[src/rtl/uart_pkg.sv]
// Shared UART definitions: FSM state encoding, parity modes and a counter-width helper.
package uart_pkg;

    typedef enum logic [2:0] {
        ST_IDLE,
        ST_START,
        ST_DATA,
        ST_PARITY,
        ST_STOP
    } uart_state_t;

    localparam bit PARITY_MODE_EVEN = 1'b0;
    localparam bit PARITY_MODE_ODD  = 1'b1;

    // Width of a counter spanning 0..n-1, never narrower than one bit.
    function automatic int unsigned cnt_width(input int unsigned n);
        return (n <= 2) ? 1 : $clog2(n);
    endfunction

endpackage

[src/rtl/uart_sync2.sv]
// Generic two-flop synchronizer for a single asynchronous bit.
module uart_sync2 #(
    parameter bit RST_VAL = 1'b1
) (
    input  logic clk,
    input  logic reset,
    input  logic d,
    output logic q
);

    logic meta;

    always_ff @(posedge clk or posedge reset) begin
        if (reset) begin
            meta <= RST_VAL;
            q    <= RST_VAL;
        end else begin
            meta <= d;
            q    <= meta;
        end
    end

endmodule

[src/rtl/uart_rx_frame.sv]
// UART receiver: oversampled start/data/parity/stop recovery with error flags and a done strobe.
module uart_rx_frame
    import uart_pkg::*;
#(
    parameter int unsigned DATABITS   = 8,
    parameter int unsigned BAUD_DIV   = 2604,
    parameter bit          PARITY_EN  = 1'b1,
    parameter bit          PARITY_ODD = PARITY_MODE_EVEN
) (
    input  logic                clk,
    input  logic                reset,
    input  logic                rx_line,
    output logic [DATABITS-1:0] rx_data,
    output logic                rx_done,
    output logic                parity_error,
    output logic                framing_error,
    output logic                busy
);

    localparam int unsigned CW = cnt_width(BAUD_DIV);
    localparam int unsigned IW = cnt_width(DATABITS);
    localparam logic [CW-1:0] BCNT_HALF = CW'(BAUD_DIV / 2 - 1);
    localparam logic [CW-1:0] BCNT_LAST = CW'(BAUD_DIV - 1);
    localparam logic [IW-1:0] IDX_LAST  = IW'(DATABITS - 1);

    uart_state_t         state;
    logic                rx_s;
    logic                rx_d;
    logic                fall_c;
    logic [CW-1:0]       bcnt;
    logic [IW-1:0]       idx;
    logic [DATABITS-1:0] shreg;
    logic                perr;
    logic                ferr;
    logic                fin;
    logic                armed;

    uart_sync2 #(.RST_VAL(1'b1)) u_sync (
        .clk   (clk),
        .reset (reset),
        .d     (rx_line),
        .q     (rx_s)
    );

    assign fall_c = rx_d & ~rx_s;

    // Frame FSM and datapath; fin marks the cycle between the stop sample and the strobe.
    always_ff @(posedge clk or posedge reset) begin
        if (reset) begin
            state         <= ST_IDLE;
            rx_d          <= 1'b1;
            bcnt          <= '0;
            idx           <= '0;
            shreg         <= '0;
            perr          <= 1'b0;
            ferr          <= 1'b0;
            fin           <= 1'b0;
            armed         <= 1'b1;
            rx_data       <= '0;
            rx_done       <= 1'b0;
            parity_error  <= 1'b0;
            framing_error <= 1'b0;
            busy          <= 1'b0;
        end else begin
            rx_d    <= rx_s;
            rx_done <= 1'b0;
            if (rx_s) begin
                armed <= 1'b1;
            end
            case (state)
                ST_IDLE: begin
                    busy <= 1'b0;
                    if (armed && fall_c) begin
                        state <= ST_START;
                        bcnt  <= '0;
                        busy  <= 1'b1;
                    end
                end
                ST_START: begin
                    if (bcnt == BCNT_HALF) begin
                        bcnt <= '0;
                        perr <= 1'b0;
                        if (rx_s) begin
                            state <= ST_IDLE;
                            busy  <= 1'b0;
                        end else begin
                            state <= ST_DATA;
                            idx   <= '0;
                        end
                    end else begin
                        bcnt <= bcnt + CW'(1);
                    end
                end
                ST_DATA: begin
                    if (bcnt == BCNT_LAST) begin
                        bcnt       <= '0;
                        shreg[idx] <= rx_s;
                        if (idx == IDX_LAST) begin
                            state <= PARITY_EN ? ST_PARITY : ST_STOP;
                        end else begin
                            idx <= idx + IW'(1);
                        end
                    end else begin
                        bcnt <= bcnt + CW'(1);
                    end
                end
                ST_PARITY: begin
                    if (bcnt == BCNT_LAST) begin
                        bcnt  <= '0;
                        perr  <= (^shreg) ^ rx_s ^ PARITY_ODD;
                        state <= ST_STOP;
                    end else begin
                        bcnt <= bcnt + CW'(1);
                    end
                end
                ST_STOP: begin
                    if (fin) begin
                        fin           <= 1'b0;
                        bcnt          <= '0;
                        state         <= ST_IDLE;
                        busy          <= 1'b0;
                        rx_data       <= shreg;
                        parity_error  <= PARITY_EN & perr;
                        framing_error <= ferr;
                        rx_done       <= 1'b1;
                        // A break keeps the line low; require it high before the next start.
                        if (ferr && !rx_s) begin
                            armed <= 1'b0;
                        end
                    end else if (bcnt == BCNT_LAST) begin
                        ferr <= ~rx_s;
                        fin  <= 1'b1;
                    end else begin
                        bcnt <= bcnt + CW'(1);
                    end
                end
                default: begin
                    state <= ST_IDLE;
                    busy  <= 1'b0;
                end
            endcase
        end
    end

endmodule

[config.mk]
export PLATFORM = sky130hd
export DESIGN_NAME = uart_rx_frame
export DESIGN_NICKNAME = d
export VERILOG_FILES = /design/src/rtl/uart_pkg.sv /design/src/rtl/uart_sync2.sv /design/src/rtl/uart_rx_frame.sv
export SDC_FILE = /design/constraint.sdc
export NUM_CORES = 1
export LEC_CHECK = 0
export CORE_ASPECT_RATIO = 1.25
export CORE_MARGIN = 3
export CORE_UTILIZATION = 63
export DETAILED_ROUTE_END_ITERATION = 10
export GPL_TIMING_DRIVEN = 0
export PLACE_DENSITY_LB_ADDON = 0.2
export SYNTH_ARGS = -nofsm -noshare
export SYNTH_HDL_FRONTEND = slang
export SYNTH_HIERARCHICAL = 1
export SYNTH_SLANG_ARGS = --single-unit
[constraint.sdc]
create_clock -name clk -period 6.2 [get_ports clk]
set_input_delay 0.93 -clock clk [delete_from_list [all_inputs] [get_ports clk]]
set_output_delay 0.93 -clock clk [all_outputs]
set_load 0.1 [all_outputs]
==> results of run 1 <==
Yosys cell counts (all sizes together), types with 4 or more instances:
cell type  number  area [um2]
a21oi           4        20.0
a22o           11        96.3
and3            7        43.8
buf             4        31.3
clkbuf          5        18.8
dfrtp          41        1030
dfstp           4         105
ha              4        50.1
inv             7        26.3
mux2           19         214
nand2          14        52.6
nand3           5        25.0
nand3b          5        37.5
nor2           12        47.6
nor2b           7        43.8
nor3            8        50.1
o21ai          18        90.1
xnor2           7        61.3
sequential cells by signal, indices dropped and copies added, names as in the netlist, 3 cells and up:
name,count
bcnt,12
rx_data,8
shreg,8
idx,3
state,3
per-stage QoR:
stage | util (%) | area, um2 | hold slack, ns | instances
finish | 74.3 | 2610 | 0.359 | 274
global route | 74.3 | 2610 | 0.367 | 274
CTS | 74.3 | 2610 | 0.360 | 274
detailed placement | 71.3 | 2500 | 0.348 | 266
global placement | 71.3 | 2500 | 0.347 | 266
floorplan | - | 2310 | 0.345 | 213
area by class of cell:
cell class | count | area share, %
Sequential cell | 45 | 43.3
Multi-Input combinational cell | 152 | 42.4
Timing Repair Buffer | 14 | 5.37
Clock buffer | 6 | 2.78
Buffer | 9 | 1.92
Tap cell | 39 | 1.87
Clock inverter | 2 | 1.34
Inverter | 7 | 1.01
power groups by stage:
stage          Clock [mW]  Sequential [mW]  Combinational (mW)
6_report            0.218            0.303              0.0490
5_1_grt             0.232            0.303              0.0550
4_1_cts             0.219            0.303              0.0497
3_5_place_dp            0            0.308              0.0493
3_3_place_gp            0            0.308              0.0476
2_1_floorplan           0            0.312              0.0330
worst reg2reg max path: stages, from the launching register on:
cell and delay [ns]:
dfrtp_1 0.43, ha_1 0.22, or4b_4 0.52, nor3_2 0.28
nand3b_1 0.24, nor3_1 0.26, mux2_1 0.35
cell families after synthesis:
kind of cell	share of synthesized area [%]
AOI/OAI and AO/OA	13.0
xor gates and xnor gates	3.03
adders and majority gates	2.16
buffers and inverters	3.30
DFF	48.9
muxes	9.68
and+or+nand+nor	20.0
metal layers:
metal | vias up | part of all wire, % | track usage, %
met5 | - | 0 | 0
met4 | 0 | 1.8 | 8.62
met2 | 31 | 54 | 41.1
li1 | 814 | - | -
met3 | 11 | 2.9 | 4.92
met1 | 856 | 41 | 26.4
path summary, 6_finish.rpt:
kind / startpoint / to / slack (ns) / cells past startpoint
worst max-delay path: rx_data[1] / rx_data[1] / 3.45 / 1
worst min-delay path: u_sync/meta / u_sync/q / 0.36 / 0
worst max register to register: bcnt[0] / shreg[0] / 3.79 / 6
worst min register to register: u_sync/meta / u_sync/q / 0.36 / 0
max in group asynchronous: reset / bcnt[9] / 4.50 / 2
min in group asynchronous: reset / u_sync/meta / 1.00 / 2
==> PnR_summary.wiki, run 1 <==
{| class="wikitable"
! Metric !! Value
|-
| Average wire per cell in the routed design || 16.3 um
|-
| Placer Congestion || 0.922
|-
| Achievable Freq || 0.364 GHz
|-
| Synthesized netlist net count || 220
|-
| Crit-path leading delay family || buffers and inverters
|-
| Total number of vias || 1712
|-
| Post-cts repair resize count || 0
|-
| Share of cells above drive strength 1 || 14.9%
|-
| Largest net degree at the start of global routing || 44
|-
| Internal || 0.436 mW
|-
| DIE AREA || 4440 um2
|-
| Number of slew-limit violations in the final report || 0
|-
| Filler cells || 259
|-
| DRC || 0
|-
| Global router's overall resource usage || 23.0%
|-
| Fraction of synthesis flops using an asynchronous set or reset pin || 100%
|-
| Number of buffers and inverters on the critical path || 1
|-
| Number of instances in the synthesized netlist || 213
|-
| Fraction of the cycle the final worst path needs || 44.3%
|-
| Logic pwr share || 8.6%
|-
| Final setup margin || 3.45 ns
|-
| Worst setup path class || reg2out
|-
| Switching power of the nets || 0.134 mW
|-
| Count of pins on the block boundary || 15
|-
| Row Count || 24
|-
| Proportion of total power due to net switching || 23.5%
|-
| Diode count || 0
|-
| Area added between synthesis and finish || 12.8%
|-
| Worst endpoint data arrival time || 1.82 ns
|-
| Die boundary height || 73.8 um
|-
| Antenna violations before repair || 0
|-
| Leftover overflow at the end of global routing || 0
|-
| Standby leakage power || 1.19 nW
|-
| Sum of negative setup slack || 0 ns
|-
| Post-detailed-placement half-perimeter wirelength || 3200 um
|-
| Remaining antenna violation count || 0
|-
| Tightest Pin Transition || 0.986 ns
|-
| Multi-input combinational cell area || 1110 um2
|-
| Data required, critical path || 5.27 ns
|-
| Width of the die || 60.2 um
|-
| Result of the run || finished clean
|-
| Global-route wire length before repair || 7710 um
|-
| Area of the mapped netlist || 2310 um2
|-
| Number of buffers inserted by port buffering || 14
|-
| Cell-by-cell trace of the critical path || clkdlybuf4s50_1
|-
| Floorplan Core Area || 3510 um2
|-
| Largest clock skew in the final design || 0.00738 ns
|-
| Vias in the first global route || 1689
|-
| Number of nets in the layout || 241
|-
| Wirelength, routed || 4480 um
|-
| CTS H-tree depth || 2
|-
| Clock-pin transition on the worst setup and hold timing paths || 0.08 ns
|-
| Ratio of total power to cell area || 218 nW/um2
|-
| Min Clock Period, post-route || 2.75 ns
|-
| Number of optimization iterations in the first detailed-route pass || 4
|-
| Highest-count cells in the layout ignoring fill and taps || dfrtp_1, nand2_1, clkdlybuf4s50_1
|-
| Number of endpoints failing setup at the final stage || 0
|-
| Sequential element share of the synthesized area || 48.9%
|-
| Largest stage delay on the critical path || 1.15 ns
|-
| Effective utilization at floorplan || 65.9%
|-
| Critical Path End Type || primary output
|-
| Clock buffer depth || 2
|-
| Number of enable flip-flop cells after synthesis || 0
|-
| Total CTS buffers || 5
|-
| Commonest non-fill, non-tap cell in the layout || dfrtp_1
|-
| Tightest slew margin relative to the limit || 34.1%
|-
| Count of clock tree sinks || 45
|-
| Average footprint of a synthesized cell || 10.9 um2
|-
| Critical-path maximum fanout || 2
|-
| RSZ-0062 raised after global routing || false
|-
| IR Drop Worst-Case VDD || 0.170 mV
|-
| Post-CTS setup-driven buffer insertion count || 0
|-
| Class of the most critical hold timing path || reg2reg
|-
| Pre-CTS setup slack || 3.77 ns
|-
| Power after layout || 0.570 mW
|-
| Hold Fails Final Rpt || 0
|-
| TritonCTS clock tree || built
|-
| Clk Latency, worst-skew pair || 0.30 ns
|-
| CTS Root Cell || clkbuf_8
|-
| Yosys warning count || 6
|-
| Dominant synthesized flop cell || dfrtp_1
|-
| First-iteration detailed-routing DRC count || 57
|-
| Sequential fraction of design power || 53.1%
|-
| Max capacitance violation total || 0
|-
| Critical path launch point type || flip-flop
|-
| Post-synth cell types || 44
|-
| Slowest-stage cell, CP || clkdlybuf4s50_1
|-
| Cts-stage hold buffer count || 0
|-
| Sequential cell area in the final layout || 1130 um2
|-
| Synth Register Bits || 45
|-
| Via count normalized by instance count || 6.25
|-
| Clock network fraction of total power || 38.3%
|}
(Power assumes the default switching activity.)
==> run 2: changes to the inputs <==
--- a/config.mk
+++ b/config.mk
@@ -7,7 +7,7 @@
 export LEC_CHECK = 0
 export CORE_ASPECT_RATIO = 1.25
 export CORE_MARGIN = 3
-export CORE_UTILIZATION = 63
+export CORE_UTILIZATION = 53
 export DETAILED_ROUTE_END_ITERATION = 10
 export GPL_TIMING_DRIVEN = 0
 export PLACE_DENSITY_LB_ADDON = 0.2
==> constraint.sdc (replaced) <==
create_clock -name clk -period 2.25 [get_ports clk]
set_input_delay 0.3375 -clock clk [delete_from_list [all_inputs] [get_ports clk]]
set_output_delay 0.3375 -clock clk [all_outputs]
set_load 0.1 [all_outputs]
==> run 2 against run 1 <==
Net effect: routed wire length is 1.1% lower; non-clock buffer count rose by 3; sequential power grew to 2.7 times the previous value; via count shrank 2.9%; critical path depth up 5; clock power rose by 130%; total power rose to 2.6 times the previous value; worst hold slack better by 0.0022 ns; die area grew 17%; clock skew rose by 0.0049 ns; worst setup slack got worse by 3.4 ns.
==> PnR_summary.wiki, run 2 (synthesis gave the netlist of run 1 again) <==
{| class="wikitable"
! Metric !! Value
|-
| Standby leakage power || 1.24 nW
|-
| Effective utilization at floorplan || 55.6%
|-
| Regs by FF count || bcnt: 12 flops, rx_data: 8 flops, shreg: 8 flops
|-
| Post-detailed-placement half-perimeter wirelength || 3020 um
|-
| Largest stage delay on the critical path || 0.54 ns
|-
| Count of clock tree sinks || 45
|-
| Worst setup path class || reg2reg
|-
| Max capacitance violation total || 0
|-
| RSZ-0062 raised after global routing || true
|-
| Pre-CTS setup slack || -0.0609 ns
|-
| Width of the die || 65.1 um
|-
| Achievable Freq || 0.456 GHz
|-
| Clock buffer depth || 2
|-
| R2R Path Start || bcnt[0]
|-
| Hold Fails Final Rpt || 0
|-
| Share of cells above drive strength 1 || 17.6%
|-
| DIE AREA || 5200 um2
|-
| Commonest non-fill, non-tap cell in the layout || dfrtp_1
|-
| Critical-path maximum fanout || 4
|-
| Die boundary height || 79.9 um
|-
| Final hold slack || 0.361 ns
|-
| CTS Root Cell || clkbuf_8
|-
| Number of buffers and inverters on the critical path || 0
|-
| Vias in the first global route || 1626
|-
| First-iteration detailed-routing DRC count || 61
|-
| Power after layout || 1.49 mW
|-
| Crit-path leading delay family || simple AND/OR/NAND/NOR gates
|-
| Antenna violations before repair || 0
|-
| Area added between synthesis and finish || 15.8%
|-
| Total number of vias || 1662
|-
| Number of nets in the layout || 244
|-
| Average wire per cell in the routed design || 15.1 um
|-
| Largest clock skew in the final design || 0.0123 ns
|-
| Class of the most critical hold timing path || reg2reg
|-
| Ratio of total power to cell area || 556 nW/um2
|-
| Largest net degree at the start of global routing || 44
|-
| Count of pins on the block boundary || 15
|-
| Min-Delay Startpoint || u_sync/meta
|-
| Global-route wire length before repair || 7520 um
|-
| Critical path launch point type || flip-flop
|-
| Placer Congestion || 0.794
|-
| Clock-pin transition on the worst setup and hold timing paths || 0.09 ns
|-
| Slowest-stage cell, CP || or4b_4
|-
| Cell-by-cell trace of the critical path || ha_4 > or4b_4 > nor3_4 > nand3b_1 > nor3b_2 > mux2_4
|-
| Critical Path End Type || flip-flop
|-
| Total CTS buffers || 5
|-
| Number of slew-limit violations in the final report || 0
|-
| Source of the critical timing path || bcnt[0]
|-
| Result of the run || finished clean
|-
| Clk Latency, worst-skew pair || 0.31 ns
|-
| Row Count || 26
|-
| Cts-stage hold buffer count || 0
|-
| Number of buffers inserted by port buffering || 14
|-
| IR Drop Worst-Case VDD || 0.444 mV
|-
| Wirelength, routed || 4430 um
|-
| Number of optimization iterations in the first detailed-route pass || 4
|-
| Leftover overflow at the end of global routing || 0
|-
| TritonCTS clock tree || built
|-
| Min Clock Period, post-route || 2.19 ns
|-
| Via count normalized by instance count || 5.65
|-
| Diode count || 0
|-
| CTS H-tree depth || 2
|-
| Floorplan Core Area || 4160 um2
|-
| Highest-count cells in the layout ignoring fill and taps || dfrtp_1, nand2_1, clkdlybuf4s50_1
|-
| Tightest Pin Transition || 0.975 ns
|-
| Most flop-heavy register || bcnt
|-
| Final setup margin || 0.0564 ns
|-
| Remaining antenna violation count || 0
|-
| Data required, critical path || 2.45 ns
|-
| Number of endpoints failing setup at the final stage || 0
|-
| Tightest slew margin relative to the limit || 34.8%
|-
| Global router's overall resource usage || 18.7%
|-
| Worst endpoint data arrival time || 2.39 ns
|-
| Fraction of the cycle the final worst path needs || 97.5%
|-
| Number of flip-flops under the largest register name || 12
|-
| End-of-flow core utilization || 64.4%
|-
| DRC || 0
|}
## run 2: cell types whose count changed in the layout (fill, tap and decap cells not counted), sizes merged
cell      previous run  this run
inv                  7         8
clkbuf              11        10
buf                  4         7
clkinvlp             0         1
bufinv               1         0
## run 2: worst paths after layout
kind / to / slack, ns / cells after the start
max reg2reg: shreg[4] / 0.06 / 6
max in group asynchronous: rx_data[1] / 1.12 / 2
min in group asynchronous: u_sync/meta / 0.40 / 2
min reg2reg: u_sync/q / 0.36 / 0
max: shreg[4] / 0.06 / 6
min: u_sync/q / 0.36 / 0
## run 2: cell type report
type | instances | area, um2
multi-input combinational | 152 | 1150
tap | 56 | 70.1
timing repair buffer | 17 | 163
clock inverter | 3 | 21.3
inverter | 7 | 26.3
fill | 366 | 1480
buffer | 9 | 50.0
clock buffer | 5 | 68.8
sequential | 45 | 1130
## run 2: routing by layer
layer  wire, um  GRT usage (%)  vias to the layer above  share of wire, %
met5          0              0                        -                 0
met4         61           5.60                        0               1.4
met3         94           3.80                        8               2.1
met2       2360           32.9                       17                53
met1       1920           22.9                      815                43
li1           -              -                      822                 -
## run 2: through the flow
| step | setup TNS [ns] | cells | cell area (um2) |
|---|---|---|---|
| 3_3_place_gp | -0.0720 | 283 | 2520 |
| 5_1_grt | -0.0590 | 294 | 2680 |
| 3_5_place_dp | -0.196 | 283 | 2520 |
| 4_1_cts | 0 | 293 | 2640 |
| 6_report | 0 | 294 | 2680 |
| 2_1_floorplan | 0 | 213 | 2310 |
## run 2: where the power goes
part           leakage (nW)  internal [mW]  switching, mW
registers             0.612          0.822         0.0109
clock network        0.0445          0.221          0.290
logic                 0.580         0.0560         0.0900
## run 2: timing repair
| action | in CTS | in global routing |
|---|---|---|
| buffers inserted | 2 | 1 |
| gates resized for setup | 3 | 4 |
| pin swaps | 0 | 4 |
| endpoints found under the setup margin | 7 | 15 |
## run 2: worst register-to-register path, cell delays in order, from the launching register on
cell	delay (ns)
dfrtp_1	0.40
ha_4	0.16
or4b_4	0.54
nor3_4	0.18
nand3b_1	0.21
nor3b_2	0.28
mux2_4	0.32
==> run 3: changes to the inputs <==
--- a/config.mk
+++ b/config.mk
@@ -5,11 +5,10 @@
 export SDC_FILE = /design/constraint.sdc
 export NUM_CORES = 1
 export LEC_CHECK = 0
-export CORE_ASPECT_RATIO = 1.25
+export CORE_ASPECT_RATIO = 1.1
 export CORE_MARGIN = 3
 export CORE_UTILIZATION = 53
 export DETAILED_ROUTE_END_ITERATION = 10
-export GPL_TIMING_DRIVEN = 0
 export PLACE_DENSITY_LB_ADDON = 0.2
 export SYNTH_ARGS = -nofsm -noshare
 export SYNTH_HDL_FRONTEND = slang
==> constraint.sdc (replaced) <==
create_clock -name clk -period 2.25 [get_ports clk]
set_input_delay 0.3375 -clock clk [delete_from_list [all_inputs] [get_ports clk]]
set_output_delay 0.3375 -clock clk [all_outputs]
set_load 0.05 [all_outputs]
==> run 3 against run 2 <==
Net effect: first-iteration DRC count increased by 89%; fmax increased by 1.2%; critical path depth increased by 1; largest power group unchanged; clock-buffer cell count increased by 1; sequential power barely moved; routed wire length increased by 3.4%; clock power rose by 24%; sequential cell count stayed put; via count is 3.0% higher.
==> PnR_summary.wiki, run 3 (synthesis gave the netlist of run 1 again) <==
{| class="wikitable"
! Metric !! Value
|-
| Commonest non-fill, non-tap cell in the layout || dfrtp_1
|-
| Area added between synthesis and finish || 15.6%
|-
| Antenna violations before repair || 0
|-
| Average wire per cell in the routed design || 16.1 um
|-
| Placer Congestion || 0.909
|-
| Leftover overflow at the end of global routing || 0
|-
| Row Count || 24
|-
| Largest clock skew in the final design || 0.00531 ns
|-
| DIE AREA || 5200 um2
|-
| Share of cells above drive strength 1 || 18.5%
|-
| Count of pins on the block boundary || 15
|-
| Cts-stage hold buffer count || 0
|-
| Tightest Pin Transition || 0.734 ns
|-
| Remaining antenna violation count || 0
|-
| Tightest slew margin relative to the limit || 51.1%
|-
| Final hold slack || 0.360 ns
|-
| Die boundary height || 75.3 um
|-
| Number of optimization iterations in the first detailed-route pass || 4
|-
| Sum of negative setup slack || 0 ns
|-
| Largest net degree at the start of global routing || 44
|-
| Data required, critical path || 2.44 ns
|-
| Clk Latency, worst-skew pair || 0.30 ns
|-
| Global router's overall resource usage || 18.0%
|-
| Standby leakage power || 1.23 nW
|-
| Critical path launch point type || flip-flop
|-
| Filler cells || 333
|-
| Most flop-heavy register || bcnt
|-
| DRC || 0
|-
| Number of buffers inserted by port buffering || 14
|-
| Clock-pin transition on the worst setup and hold timing paths || 0.08 ns
|-
| Fraction of the cycle the final worst path needs || 96.4%
|-
| Post-detailed-placement half-perimeter wirelength || 3150 um
|-
| Worst endpoint data arrival time || 2.36 ns
|-
| Hold Fails Final Rpt || 0
|-
| Regs by FF count || bcnt: 12 flops, rx_data: 8 flops, shreg: 8 flops
|-
| Wirelength, routed || 4580 um
|-
| First-iteration detailed-routing DRC count || 115
|-
| Number of endpoints failing setup at the final stage || 0
|-
| Ratio of total power to cell area || 599 nW/um2
|-
| IR Drop Worst-Case VDD || 0.393 mV
|-
| R2r endpoint || bcnt[3]
|-
| Total number of vias || 1712
|-
| Critical-path maximum fanout || 10
|-
| Worst setup path class || reg2reg
|-
| Total CTS buffers || 5
|-
| Floorplan Core Area || 4080 um2
|-
| Count of clock tree sinks || 45
|-
| Number of flip-flops under the largest register name || 12
|-
| Source of the critical timing path || bcnt[0]
|-
| Diode count || 0
|-
| TritonCTS clock tree || built
|-
| Effective utilization at floorplan || 56.7%
|-
| Reg2reg path depth || 7
|-
| Class of the most critical hold timing path || reg2reg
|-
| Post-CTS setup-driven buffer insertion count || 0
|-
| Slack of the worst reg-to-reg path || 0.08 ns
|-
| Number of slew-limit violations in the final report || 0
|-
| Via count normalized by instance count || 6.01
|-
| CTS Root Cell || clkbuf_8
|-
| CTS H-tree depth || 2
|-
| Width of the die || 69.0 um
|-
| Clock buffer depth || 2
|-
| Global-route wire length before repair || 7400 um
|-
| Max capacitance violation total || 0
|-
| Number of nets in the layout || 239
|-
| RSZ-0062 raised after global routing || false
|-
| R2R Path Start || bcnt[0]
|-
| Achievable Freq || 0.461 GHz
|-
| Vias in the first global route || 1613
|-
| Highest-count cells in the layout ignoring fill and taps || dfrtp_1, nand2_1, clkdlybuf4s50_1
|-
| Result of the run || finished clean
|-
| Critical Path End Type || flip-flop
|-
| Worst setup path endpoint || bcnt[3]
|-
| Min Clock Period, post-route || 2.17 ns
|}
run 3: layer usage:
layer / global-route usage, % / wire, um
met1: 20.5 / 1980
met2: 33.5 / 2320
met3: 3.03 / 150
met4: 8.46 / 127
met5: 0 / 0
run 3: worst min path at each step:
stage | startpoint | endpoint | slack [ns] | cells after the start
final | u_sync/meta | u_sync/q | 0.36 | 0
after global routing | u_sync/meta | u_sync/q | 0.37 | 0
after CTS | u_sync/meta | u_sync/q | 0.36 | 0
after detailed placement | u_sync/meta | u_sync/q | 0.35 | 0
after global placement | u_sync/meta | u_sync/q | 0.35 | 0
after floorplan | reset | u_sync/meta | 0.25 | 1
run 3: layout make-up:
class	instances	area, um2	share of cell area [%]
Clock buffer	6	82.6	3.09
Clock inverter	2	37.5	1.40
Inverter	7	26.3	0.982
Multi-Input combinational cell	153	1150	42.9
Sequential cell	45	1130	42.3
Tap cell	52	65.1	2.43
Timing Repair Buffer	20	185	6.92
run 3: power breakdown:
part           switching, mW  internal, mW  leakage [nW]
registers             0.0102         0.822         0.612
clock network          0.273         0.361        0.0574
logic                 0.0817        0.0544         0.558
run 3: timing repair:
action,in CTS,in global routing
pin swaps,0,4
hold endpoints to repair,0,0
gates cloned,0,1
resized for setup,1,5
endpoints found under the setup margin,1,18
run 3: per-stage QoR:
stage | total power, mW | area, um2 | utilization, % | instances | setup WS, ns
after CTS | 1.62 | 2640 | 64.7 | 284 | 0.0422
after global routing | 1.67 | 2680 | 65.5 | 285 | 0.00807
after floorplan | 0.944 | 2310 | - | 213 | 0.143
final | 1.60 | 2680 | 65.5 | 285 | 0.0817
after detailed placement | 0.979 | 2510 | 61.6 | 276 | 0.0142
after global placement | 0.971 | 2510 | 61.6 | 276 | 0.109
run 3: worst max-delay path: stages, from the launching register on:
cell and delay [ns]:
dfrtp_1 0.39, ha_2 0.21, or4b_4 0.26, nor3_2 0.07, buf_4 0.15, a21oi_1 0.57, o21ai_0 0.20, a22o_1 0.22
